===== src/rtl/x_mux_trigger_pkg.sv =====
// Shared types and default widths for the mux-trigger tap sweep.
// Tap field sits at the bottom of the ctrl word, as the delay-line core expects.
package x_mux_trigger_pkg;

    localparam int P_TAP_W_DEF = 8;
    localparam int P_CNT_W_DEF = 16;
    localparam int P_SET_W_DEF = 8;

    typedef enum logic [2:0] {
        S_IDLE,
        S_APPLY,
        S_SETTLE,
        S_SAMPLE,
        S_DRAIN,
        S_REPORT,
        S_DONE
    } t_sweep_state;

endpackage


===== src/rtl/x_sat_counter.sv =====
// Clearable up-counter that sticks at all-ones instead of wrapping.
module x_sat_counter #(
    parameter int W = 16
) (
    input  logic         i_clk,
    input  logic         i_rst_n,
    input  logic         i_clr,
    input  logic         i_inc,
    output logic [W-1:0] o_cnt
);

    always_ff @(posedge i_clk or negedge i_rst_n) begin
        if (!i_rst_n) begin
            o_cnt <= '0;
        end else if (i_clr) begin
            o_cnt <= '0;
        end else if (i_inc && (o_cnt != '1)) begin
            o_cnt <= o_cnt + W'(1);
        end
    end

endmodule


===== src/rtl/x_mux_trigger_sweep.sv =====
// Tap-sweep scheduler: steps the delay-line tap, settles, samples,
// counts mask hits and hands one result per tap over valid/ready.
module x_mux_trigger_sweep
    import x_mux_trigger_pkg::*;
#(
    parameter int P_TAP_W = P_TAP_W_DEF,
    parameter int P_CNT_W = P_CNT_W_DEF,
    parameter int P_SET_W = P_SET_W_DEF
) (
    input  logic               i_clk,
    input  logic               i_rst_n,
    input  logic               i_start,
    input  logic               i_abort,
    input  logic [P_TAP_W-1:0] i_tap_first,
    input  logic [P_TAP_W-1:0] i_tap_last,
    input  logic [31:0]        i_ctrl_base,
    input  logic [P_SET_W-1:0] i_settle,
    input  logic [P_CNT_W-1:0] i_samples,
    input  logic [31:0]        i_mask,
    output logic [31:0]        o_ctrl,
    input  logic [31:0]        i_data,
    output logic               o_res_valid,
    input  logic               i_res_ready,
    output logic [P_TAP_W-1:0] o_res_tap,
    output logic [P_CNT_W-1:0] o_res_hits,
    output logic               o_busy,
    output logic               o_done
);

    t_sweep_state state_q, state_d;

    logic [P_TAP_W-1:0]  first_q;
    logic [P_TAP_W-1:0]  last_q;
    logic [P_TAP_W-1:0]  tap_q;
    logic [31-P_TAP_W:0] base_q;
    logic [P_SET_W-1:0]  settle_q;
    logic [P_SET_W-1:0]  set_cnt_q;
    logic [P_CNT_W-1:0]  n_q;
    logic [P_CNT_W-1:0]  smp_cnt_q;
    logic [31:0]         mask_q;
    logic [31:0]         data_q;
    logic                up_q;
    logic                smp_vld_q;

    logic start_ok;
    logic xfer;
    logic last_tap;
    logic hit;
    logic hit_clr;
    logic unused_base_lo;

    assign unused_base_lo = ^{i_ctrl_base[P_TAP_W-1:0], first_q};

    assign start_ok    = (state_q == S_IDLE) && i_start && !i_abort;
    assign o_res_valid = (state_q == S_REPORT) && !i_abort;
    assign xfer        = o_res_valid && i_res_ready;
    assign last_tap    = (tap_q == last_q);
    assign hit_clr     = (state_q == S_APPLY);
    // Hit test runs on the registered sample, one cycle behind SAMPLE.
    assign hit         = smp_vld_q && |(data_q & mask_q);

    assign o_busy    = (state_q != S_IDLE);
    assign o_done    = (state_q == S_DONE);
    assign o_res_tap = tap_q;

    x_sat_counter #(
        .W(P_CNT_W)
    ) u_hits (
        .i_clk  (i_clk),
        .i_rst_n(i_rst_n),
        .i_clr  (hit_clr),
        .i_inc  (hit),
        .o_cnt  (o_res_hits)
    );

    always_comb begin
        state_d = state_q;
        if (i_abort) begin
            state_d = S_IDLE;
        end else begin
            unique case (state_q)
                S_IDLE:   if (i_start) state_d = S_APPLY;
                S_APPLY:  state_d = (settle_q == '0) ? S_SAMPLE : S_SETTLE;
                S_SETTLE: if (set_cnt_q == P_SET_W'(1)) state_d = S_SAMPLE;
                S_SAMPLE: if (smp_cnt_q == n_q - P_CNT_W'(1)) state_d = S_DRAIN;
                S_DRAIN:  state_d = S_REPORT;
                S_REPORT: if (xfer) state_d = last_tap ? S_DONE : S_APPLY;
                S_DONE:   state_d = S_IDLE;
                default:  state_d = S_IDLE;
            endcase
        end
    end

    always_ff @(posedge i_clk or negedge i_rst_n) begin
        if (!i_rst_n) begin
            state_q   <= S_IDLE;
            first_q   <= '0;
            last_q    <= '0;
            tap_q     <= '0;
            base_q    <= '0;
            settle_q  <= '0;
            set_cnt_q <= '0;
            n_q       <= '0;
            smp_cnt_q <= '0;
            mask_q    <= '0;
            data_q    <= '0;
            up_q      <= 1'b0;
            smp_vld_q <= 1'b0;
            o_ctrl    <= '0;
        end else begin
            state_q   <= state_d;
            smp_vld_q <= (state_q == S_SAMPLE) && !i_abort;
            if (state_q == S_SAMPLE) data_q <= i_data;
            if (start_ok) begin
                first_q  <= i_tap_first;
                last_q   <= i_tap_last;
                tap_q    <= i_tap_first;
                base_q   <= i_ctrl_base[31:P_TAP_W];
                settle_q <= i_settle;
                mask_q   <= i_mask;
                up_q     <= (i_tap_first <= i_tap_last);
                n_q      <= (i_samples == '0) ? P_CNT_W'(1) : i_samples;
            end
            if (state_q == S_APPLY && !i_abort) begin
                o_ctrl    <= {base_q, tap_q};
                set_cnt_q <= settle_q;
                smp_cnt_q <= '0;
            end
            if (state_q == S_SETTLE) set_cnt_q <= set_cnt_q - P_SET_W'(1);
            if (state_q == S_SAMPLE) smp_cnt_q <= smp_cnt_q + P_CNT_W'(1);
            // Last-tap check precedes stepping, so the tap never wraps.
            if (xfer && !last_tap) begin
                tap_q <= up_q ? tap_q + P_TAP_W'(1) : tap_q - P_TAP_W'(1);
            end
        end
    end

endmodule


===== config.mk =====
export PLATFORM = sky130hd
export DESIGN_NAME = x_mux_trigger_sweep
export DESIGN_NICKNAME = d
export VERILOG_FILES = /design/src/rtl/x_mux_trigger_pkg.sv /design/src/rtl/x_sat_counter.sv /design/src/rtl/x_mux_trigger_sweep.sv
export SDC_FILE = /design/constraint.sdc
export NUM_CORES = 1
export LEC_CHECK = 0
export ABC_CLOCK_PERIOD_IN_PS = 6400
export CAP_MARGIN = 20
export CELL_PAD_IN_SITES_DETAIL_PLACEMENT = 1
export CELL_PAD_IN_SITES_GLOBAL_PLACEMENT = 2
export CORE_UTILIZATION = 33
export CTS_CLUSTER_DIAMETER = 50
export CTS_CLUSTER_SIZE = 20
export DETAILED_ROUTE_END_ITERATION = 8
export HOLD_SLACK_MARGIN = 0.03
export PLACE_DENSITY = 0.94
export SYNTH_ARGS = -nofsm -noshare
export SYNTH_HDL_FRONTEND = slang
export SYNTH_SLANG_ARGS = --single-unit

===== constraint.sdc =====
create_clock -name i_clk -period 6.4 [get_ports i_clk]
set_clock_uncertainty 0.1 [all_clocks]
set_input_delay 0.64 -clock i_clk [delete_from_list [all_inputs] [get_ports i_clk]]
set_output_delay 0.64 -clock i_clk [all_outputs]
set_load 0.02 [all_outputs]

# Word-level counts from Yosys, hierarchy flattened
# Index checks and enable logic that the tools add are counted.
dict set report word_totals {
  mem_bits_ro 0
  in_bits 141
  memories 0
  out_inout_bits 59
  register_bits 205
  word_cells 75
  ramBits 0
  latchBits 0
}
dict set report op_classes {
  muxes 18
  div_mod_pow 0
  bitwise 1
  eq_ne 14
  add_sub_neg 6
  n_shift 0
  n_lt_le_gt_ge 1
  n_mul 0
  n_reduce_logical 21
}
# op n
set op_table {}
lappend op_table {{16-bit 2-to-1 mux} 5}
lappend op_table {{8-bit 2-to-1 mux} 5}
lappend op_table {{16-bit by 1-bit adder with 16-bit output (second input constant)} 2}
lappend op_table {{32-bit bitwise AND} 1}
lappend op_table {{32-bit OR reduction} 1}
lappend op_table {{3-bit 2-to-1 mux} 6}
lappend op_table {{3-bit one-hot mux with 6 select lines} 1}
lappend op_table {{16-bit equality test} 1}
lappend op_table {{16-bit logical NOT} 1}
lappend op_table {{16-bit != test (second input constant)} 1}
lappend op_table {{16-bit by 1-bit subtractor with 16-bit output (second input constant)} 1}
lappend op_table {{8-bit by 1-bit subtractor with 8-bit output (second input constant)} 2}
lappend op_table {{3-bit != test (second input constant)} 4}
lappend op_table {{3-bit equality test (second input constant)} 3}
lappend op_table {{1-bit logical AND} 9}
lappend op_table {{8-bit by 1-bit adder with 8-bit output (second input constant)} 1}
lappend op_table {{8-bit by 1-bit equality test with 1-bit output (second input constant)} 1}
lappend op_table {{8-bit equality test} 1}
lappend op_table {{8-bit <= comparator} 1}
lappend op_table {{8-bit logical NOT} 1}
lappend op_table {{2-bit nonzero test} 4}
lappend op_table {{3-bit by 2-bit equality test with 1-bit output (second input constant)} 2}
lappend op_table {{4-bit AND reduction} 1}
lappend op_table {{3-bit by 1-bit equality test with 1-bit output (second input constant)} 1}
lappend op_table {{other kinds (4)} 5}

# Logic depth before layout (Yosys ltp)
# Gate-level depths: netlist (run 1).
dict set report logic_depth {
  ltp_word 6
  ltp_mapped 10
  mapped_depth_nobuf 9
}

# Cells and area by module
# A second synthesis (run 1) with hierarchy kept.
dict set report hier_totals {
  cells_unflattened 1122
  area_unflattened_um2 9813.2
}
# module seq_area_each_um2 cells_per_inst instances area_each_um2
set modules_own_cells {}
lappend modules_own_cells {x_mux_trigger_sweep 4729.5 1024 1 8871.0}
lappend modules_own_cells {x_sat_counter 400.4 98 1 942.2}

# Least setup slack after synthesis (run 1)
# OpenSTA, ideal clock, no wires.
dict set report synth_timing {
  path_kind {register -> register}
  from {reg n_q[3]}
  to {reg state_q[2]}
  path_slack_ns 3.576
  setup_ns 0.077
  n_path_buf 0
  t_arrival_ns 2.647
  stages_incl_launch_ff 8
  required_time_ns 6.223
  period_less_slack_ns 2.824
  cell_sequence {dfrtp_1 > or4_4 > nor3_4 > nand3_1 > xnor2_1 > or4b_1 > or4_1 > a21oi_1}
}
dict set report synth_between {
  elab_chain_len 4
}
# item line
set synth_lines {}
lappend synth_lines {{from (decl)} x_mux_trigger_sweep.sv:38} ;# logic [P_CNT_W-1:0] n_q;
lappend synth_lines {{from (signal assigned)} x_mux_trigger_sweep.sv:122} ;# n_q <= (i_samples == '0) ? P_CNT_W'(1) : i_samples;
lappend synth_lines {{16-bit by 1-bit subtractor with 16-bit output} x_mux_trigger_sweep.sv:85} ;# S_SAMPLE: if (smp_cnt_q == n_q - P_CNT_W'(1)) state_d = S_DRAIN;
lappend synth_lines {{16-bit equality test} x_mux_trigger_sweep.sv:85}
lappend synth_lines {{3-bit != test (no line)} n/a}
lappend synth_lines {{4-bit AND reduction (no line)} n/a}
lappend synth_lines {{to (signal assigned)} x_mux_trigger_sweep.sv:111} ;# state_q <= state_d;
lappend synth_lines {{to (decl)} x_mux_trigger_sweep.sv:30} ;# t_sweep_state state_q, state_d;
# Every way passes these cells.
# A chain may end at the register's enable or synchronous reset.

# Worst setup path after layout (run 1)
dict set report layout_timing {
  from {in i_abort}
  to {out o_res_valid}
}
dict set report layout_between {
  elab_chain_len 2
}
# item line
set layout_lines {}
lappend layout_lines {{from (decl)} x_mux_trigger_sweep.sv:13} ;# input logic i_abort,
lappend layout_lines {{1-bit logical NOT} x_mux_trigger_sweep.sv:55} ;# assign o_res_valid = (state_q == S_REPORT) && !i_abort;
lappend layout_lines {{1-bit logical AND} x_mux_trigger_sweep.sv:55}
lappend layout_lines {{to (decl)} x_mux_trigger_sweep.sv:22} ;# output logic o_res_valid,
# Every way passes these cells.

==> results of run 1 <==
[through the flow]
stage / hold slack (ns) / area [um^2]
after CTS: 0.366 / 12800
after global placement: 0.347 / 11900
after detailed placement: 0.353 / 11900
after floorplan: 0.244 / 9610
after global routing: 0.402 / 12800
final: 0.357 / 12800
[flip-flops by register name, summed over array words and instances (netlist names)]
name	cells
base_q	24
data_q	32
last_q	8
mask_q	32
n_q	16
o_ctrl	32
o_res_tap	8
set_cnt_q	8
settle_q	8
smp_cnt_q	16
smp_vld_q	1
state_q	3
u_hits.o_cnt	16
up_q	1
[synth_stat cells (2+ instances only)]
cell type,number
nand3_1,27
a221o_1,3
nor4_1,11
or3_1,9
a31oi_1,7
nor4b_1,2
nor2_1,36
dfrtp_1,205
and3_1,13
mux2i_1,10
a22oi_1,10
or3_2,2
xor2_1,23
o21a_1,2
nand2b_1,2
and4_1,2
and2_1,3
o21ai_0,36
inv_1,19
a21oi_1,26
or4_1,7
or2_2,3
o31ai_1,4
a21o_1,5
o211ai_1,5
a22o_1,5
ha_1,19
nor2b_1,8
nand4_1,14
clkbuf_1,42
buf_1,6
nand2_1,482
a221oi_1,5
xnor2_1,15
nor3_1,11
o22ai_1,3
[routing by layer]
metal,vias up,GRT usage,share of wire
li1,4038,-,-
met3,42,0.0387,0.051
met5,-,0,0
met2,169,0.335,0.48
met1,4124,0.241,0.45
met4,0,0.0484,0.019
[cell families after synthesis]
logic type | after synthesis | synth area share
compound gates | 122 | 0.0813
fa+ha+maj | 20 | 0.0268
mux | 11 | 0.0116
simple gates | 641 | 0.285
flops | 205 | 0.534
xor+xnor | 38 | 0.0346
buf+inv | 68 | 0.0270
[power groups by stage]
| stage | Combinational [mW] | Clock [mW] | Sequential (mW) |
|---|---|---|---|
| 2_1_floorplan | 0.502 | 0 | 1.87 |
| 3_3_place_gp | 0.972 | 0 | 1.83 |
| 3_5_place_dp | 1.01 | 0 | 1.85 |
| 4_1_cts | 1.02 | 1.54 | 1.83 |
| 5_1_grt | 1.11 | 1.59 | 1.87 |
| 6_report | 1.00 | 1.50 | 1.83 |
[final cells by class]
class | count | area, um^2
Antenna cell | 2 | 5.00
Clock buffer | 35 | 778
Clock inverter | 16 | 134
Fill cell | 3345 | 15900
Inverter | 19 | 71.3
Multi-Input combinational cell | 832 | 4250
Sequential cell | 205 | 5130
Tap cell | 384 | 480
Timing Repair Buffer | 199 | 2000
[cell usage in the layout (no fill, tap or decap), types with 4 or more instances in the layout]
| cell | synthesis | final |
|---|---|---|
| xor2_1 | 23 | 23 |
| xnor2_1 | 15 | 15 |
| clkbuf_8 | 0 | 4 |
| dfrtp_1 | 205 | 205 |
| mux2i_1 | 10 | 10 |
| or3_1 | 9 | 9 |
| o21ai_0 | 36 | 36 |
| o211ai_1 | 5 | 5 |
| and3_1 | 13 | 12 |
| a21o_1 | 5 | 5 |
| or4_1 | 7 | 7 |
| nor2_1 | 36 | 35 |
| nand3_1 | 27 | 26 |
| clkbuf_16 | 0 | 29 |
| clkinv_2 | 0 | 4 |
| a221oi_1 | 5 | 5 |
| nand4_1 | 14 | 14 |
| buf_4 | 1 | 6 |
| a22o_1 | 5 | 5 |
| inv_1 | 19 | 19 |
| o31ai_1 | 4 | 4 |
| nor4_1 | 11 | 11 |
| nor3_1 | 11 | 11 |
| a22oi_1 | 10 | 10 |
| nand2_1 | 482 | 481 |
| a31oi_1 | 7 | 7 |
| ha_1 | 19 | 19 |
| inv_6 | 0 | 5 |
| nor2b_1 | 8 | 8 |
| a21oi_1 | 26 | 26 |
| clkdlybuf4s50_1 | 0 | 190 |
[worst max-delay path: cells and delay by family]
family                 cells  cell delay (ns)
buffers and inverters      2             1.25
AND/OR/NAND/NOR            2             0.70
[worst min path at each step]
stage,to,start
final,o_ctrl[14],base_q[6]
after global routing,o_ctrl[14],base_q[6]
after CTS,o_ctrl[14],base_q[6]
after detailed placement,o_ctrl[9],base_q[1]
after global placement,o_ctrl[22],base_q[14]
after floorplan,base_q[0],i_rst_n
==> impl_metrics.json, run 1 <==
{
  "outcome": "completed",
  "fin_nets": 1446,
  "period_share": 0.521,
  "dp_slack_ns": 2.82,
  "swShare": 0.320,
  "syn-num-nets": 1266,
  "stdcell_count": 1692,
  "r2r_slack_ns": 3.25,
  "crit_chain": "clkdlybuf4s50_1 -> nor2_1 -> and3_1 -> clkdlybuf4s50_1",
  "area_delta_synth_final_pct": 33.7,
  "arrival_ns": 2.59,
  "leakage_nw": 6.08,
  "power_density_nw_per_um2": 337,
  "synth_edf_count": 0,
  "finalMaxSlewViolations": 0,
  "die_h_um": 173,
  "start_util": 0.335,
  "hold_viol_final": 0,
  "p_sw_mw": 1.38,
  "syn_area_um2": 9610,
  "cts-root-buf": "clkbuf_16",
  "synth-seq-cells": 205,
  "relSlewSlack": 0.287,
  "tns_ns": 0,
  "clock_power_share": 0.346,
  "synth_area_per_cell_um2": 8.69,
  "worstPathRequired_ns": 5.66,
  "dp_hpwl_mm": 19.5,
  "rsz0062_at_grt": "false",
  "wl_per_cell_um": 16.6,
  "worstSetupPathType": "input port to output port",
  "reg2reg_depth": 7,
  "r2r_start": "n_q[0]",
  "async_flop_share": 1.00,
  "p_seq_frac": 0.423,
  "cts_tree": "built",
  "grt_pass1_vias": 9135,
  "layout_min_cycle_time_ns": 3.33,
  "postSynthCellCount": 1105,
  "cts.sinks": 205,
  "slowest_stage": "clkdlybuf4s50_1",
  "detail_route.iter0.violations": 283,
  "hold_class": "flop to flop",
  "grt_pass1_wl_mm": 46.8,
  "slowest_delay_ns": 0.64,
  "clk_pin_slew_ns": 0.07,
  "post_cts_buffers": 0,
  "r2r_end": "state_q[2]",
  "dieArea_um2": 29800,
  "cts_max_level": 1,
  "gp_congestion": 0.828,
  "synth.distinct_cells": 59,
  "crit_start": "i_abort",
  "irDropWorstVdd_mv": 0.209,
  "p_comb_frac": 0.231,
  "dr.pass1.iters": 4,
  "die_x_um": 173,
  "drt_wl_total_mm": 28.1,
  "port_buffers": 191,
  "p_int_mw": 2.94,
  "clock_latency_ns": 0.53,
  "synth_ff_type": "dfrtp_1",
  "rows": 62,
  "synth_top_area_frac": 0.534,
  "worst_pin_slew_ns": 1.07,
  "fin_util": 0.447,
  "fmax_mhz": 300,
  "setup-violations-final": 0,
  "antenna_left": 0,
  "drive_above_1_share": 0.0551,
  "path_max_fanout": 7,
  "setup_slack_ns": 3.07,
  "cts_buffers": 28,
  "cts_buffer_depth": 3,
  "grt_use_total": 0.192,
  "antenna_found_initial": 1,
  "synth_largest_area_cell": "dfrtp_1",
  "ys_warn_count": 0,
  "via_per_inst": 4.95,
  "cp-end-kind": "output port",
  "power_mw": 4.33,
  "cts_resized": 0,
  "drv_cap": 0,
  "crit_top_cell": "clkdlybuf4s50_1",
  "grt_max_degree": 88,
  "grt-ovfl-total": 0,
  "min_path_cells": 2,
  "crit_end": "o_res_valid",
  "start_kind": "input port",
  "placed_cells": 1637,
  "drc": 0,
  "hold_buffers": 1,
  "vias": 8373,
  "ios": 200,
  "core_um2": 28700,
  "synth.area.top_cells": "dfrtp_1 (53%), nand2_1 (19%), ha_1 (2.5%), xor2_1 (2.1%), o21ai_0 (1.9%)",
  "ys_seq_area_frac": 0.534
}
No activity file was read; power rests on OpenSTA's default activity.
==> run 2, diff against run 1 <==
Settings changed: ABC_CLOCK_PERIOD_IN_PS 6400 to 2850, CORE_UTILIZATION 33 to 28, PLACE_DENSITY 0.94 to 0.85.
Clock period 6.4 ns to 2.85 ns, I/O delays scaled along.
==> run 2 against run 1 <==
Count of clock-buffer cells in the layout is 2 lower. Die area is 18% higher. Flip-flop and latch count stayed put. Cell count is 6.3% higher. Register-to-register slack worse by 3.1 ns. Sequential power is 120% higher. Sequential share of layout area is 1.9 points lower. Worst hold slack worse by 0.20 ns.
==> impl_metrics.json, run 2 (synthesis results as in run 1) <==
{
  "port_buffers": 191,
  "start_kind": "flop",
  "crit_chain": "inv_2 -> ha_4 -> nand2b_4 -> or3_2 -> mux2i_1 -> o221ai_1 -> or4b_4 -> or4_4 -> a21oi_2",
  "grt_use_total": 0.173,
  "power_density_nw_per_um2": 779,
  "via_per_inst": 4.67,
  "irDropWorstVdd_mv": 0.418,
  "worstSetupPathType": "flop to flop",
  "antenna_found_initial": 1,
  "grt-ovfl-total": 0,
  "slowest_stage": "or4b_4",
  "fillCellCount": 3874,
  "cts-root-buf": "clkbuf_16",
  "dp_hpwl_mm": 20.9,
  "setup-violations-final": 0,
  "finalMaxSlewViolations": 0,
  "fin_nets": 1488,
  "final_common_cell": "nand2_1",
  "cp-end-kind": "flop",
  "cts_buffers": 30,
  "area_delta_synth_final_pct": 40.4,
  "clock_latency_ns": 0.55,
  "drc": 0,
  "antenna_left": 0,
  "layout_min_cycle_time_ns": 2.74,
  "wl_per_cell_um": 16.5,
  "dieArea_um2": 35100,
  "cts_max_level": 1,
  "grt_pass1_vias": 9161,
  "worst_pin_slew_ns": 0.701,
  "vias": 8408,
  "largestRegisters": "data_q (32), mask_q (32), o_ctrl (32)",
  "rows": 67,
  "leakage_nw": 6.38,
  "drv_cap": 0,
  "outcome": "completed",
  "period_share": 0.960,
  "worstPathRequired_ns": 3.21,
  "relSlewSlack": 0.533,
  "dr.pass1.iters": 4,
  "cts.sinks": 205,
  "drive_above_1_share": 0.0956,
  "ios": 200,
  "detail_route.iter0.violations": 380,
  "placed_cells": 1739,
  "stdcell_count": 1799,
  "slowest_delay_ns": 0.51,
  "final_cell_mix": "nand2_1 (481), dfrtp_1 (205), clkdlybuf4s50_1 (190)",
  "power_mw": 10.5,
  "arrival_ns": 3.10,
  "start_util": 0.286,
  "multi_input_area_um2": 4300,
  "cts_buffer_depth": 3,
  "fmax_mhz": 366,
  "grt_max_degree": 78,
  "clk_pin_slew_ns": 0.06,
  "hold_class": "input port to flop",
  "drt_wl_total_mm": 29.7,
  "hold_viol_final": 0,
  "path_max_fanout": 4,
  "hold_ws_ns": 0.158,
  "die_x_um": 187,
  "gp_congestion": 0.864,
  "seq_area_um2": 5130,
  "cts_tree": "built",
  "die_h_um": 187,
  "core_um2": 33600,
  "fin_util": 0.401,
  "grt_pass1_wl_mm": 49.1
}
## run 2: worst max-delay path, delay by kind of cell (launching register included)
kind	cells	cell delay (ns)
mux	1	0.15
simple gates	4	1.44
compound gates	2	0.31
buf+inv	1	0.10
flops	1	0.41
fa+ha+maj	1	0.16
## run 2: per-stage QoR
step,cell area [um^2],TNS (ns),setup slack [ns]
final,13500,0,0.114
after global routing,13500,-0.0244,-0.0127
after CTS,13400,0,0.00882
after detailed placement,12300,-0.0798,-0.0798
after global placement,12300,-0.0874,-0.0874
after floorplan,9610,0,0.0257
## run 2: cell type report
class	instances	share of cell area
clock inverter	22	0.0230
clock buffer	33	0.0588
tap	448	0.0416
inverter	19	0.00529
timing repair buffer	239	0.172
antenna	1	0.000186
multi-input combinational	832	0.319
sequential	205	0.380
## run 2: worst paths after layout
| kind | start | to | slack (ns) | cells past startpoint |
|---|---|---|---|---|
| setup / recovery | n_q[0] | state_q[2] | 0.11 | 9 |
| setup reg to reg | n_q[0] | state_q[2] | 0.11 | 9 |
| hold reg to reg | base_q[9] | o_ctrl[17] | 0.37 | 2 |
| min in group asynchronous | i_rst_n | settle_q[1] | 0.27 | 2 |
| max in group asynchronous | i_rst_n | smp_cnt_q[10] | 1.60 | 3 |
| hold / removal | i_mask[18] | mask_q[18] | 0.16 | 3 |
## run 2: routing by layer
metal | global-route usage | part of all wire | routed length, um
met2 | 0.285 | 0.47 | 13800
met5 | 0 | 0 | 0
met1 | 0.232 | 0.46 | 13800
met3 | 0.0379 | 0.056 | 1670
met4 | 0.0328 | 0.015 | 459
## run 2: power breakdown
part | switching, mW | leakage, nW | total [mW] | internal [mW]
clock network | 1.45 | 0.534 | 4.03 | 2.58
logic | 1.25 | 3.30 | 2.40 | 1.15
registers | 0.499 | 2.54 | 4.08 | 3.58
## run 2: repair_timing
item / 4_1_cts / 5_1_grt
resized for setup: 2 / 11
buffers inserted: 1 / 2
pin swaps: 4 / 7
endpoints found under the setup margin: 1 / 3
hold buffers: 1 / 0
hold endpoints to repair: 72 / 0
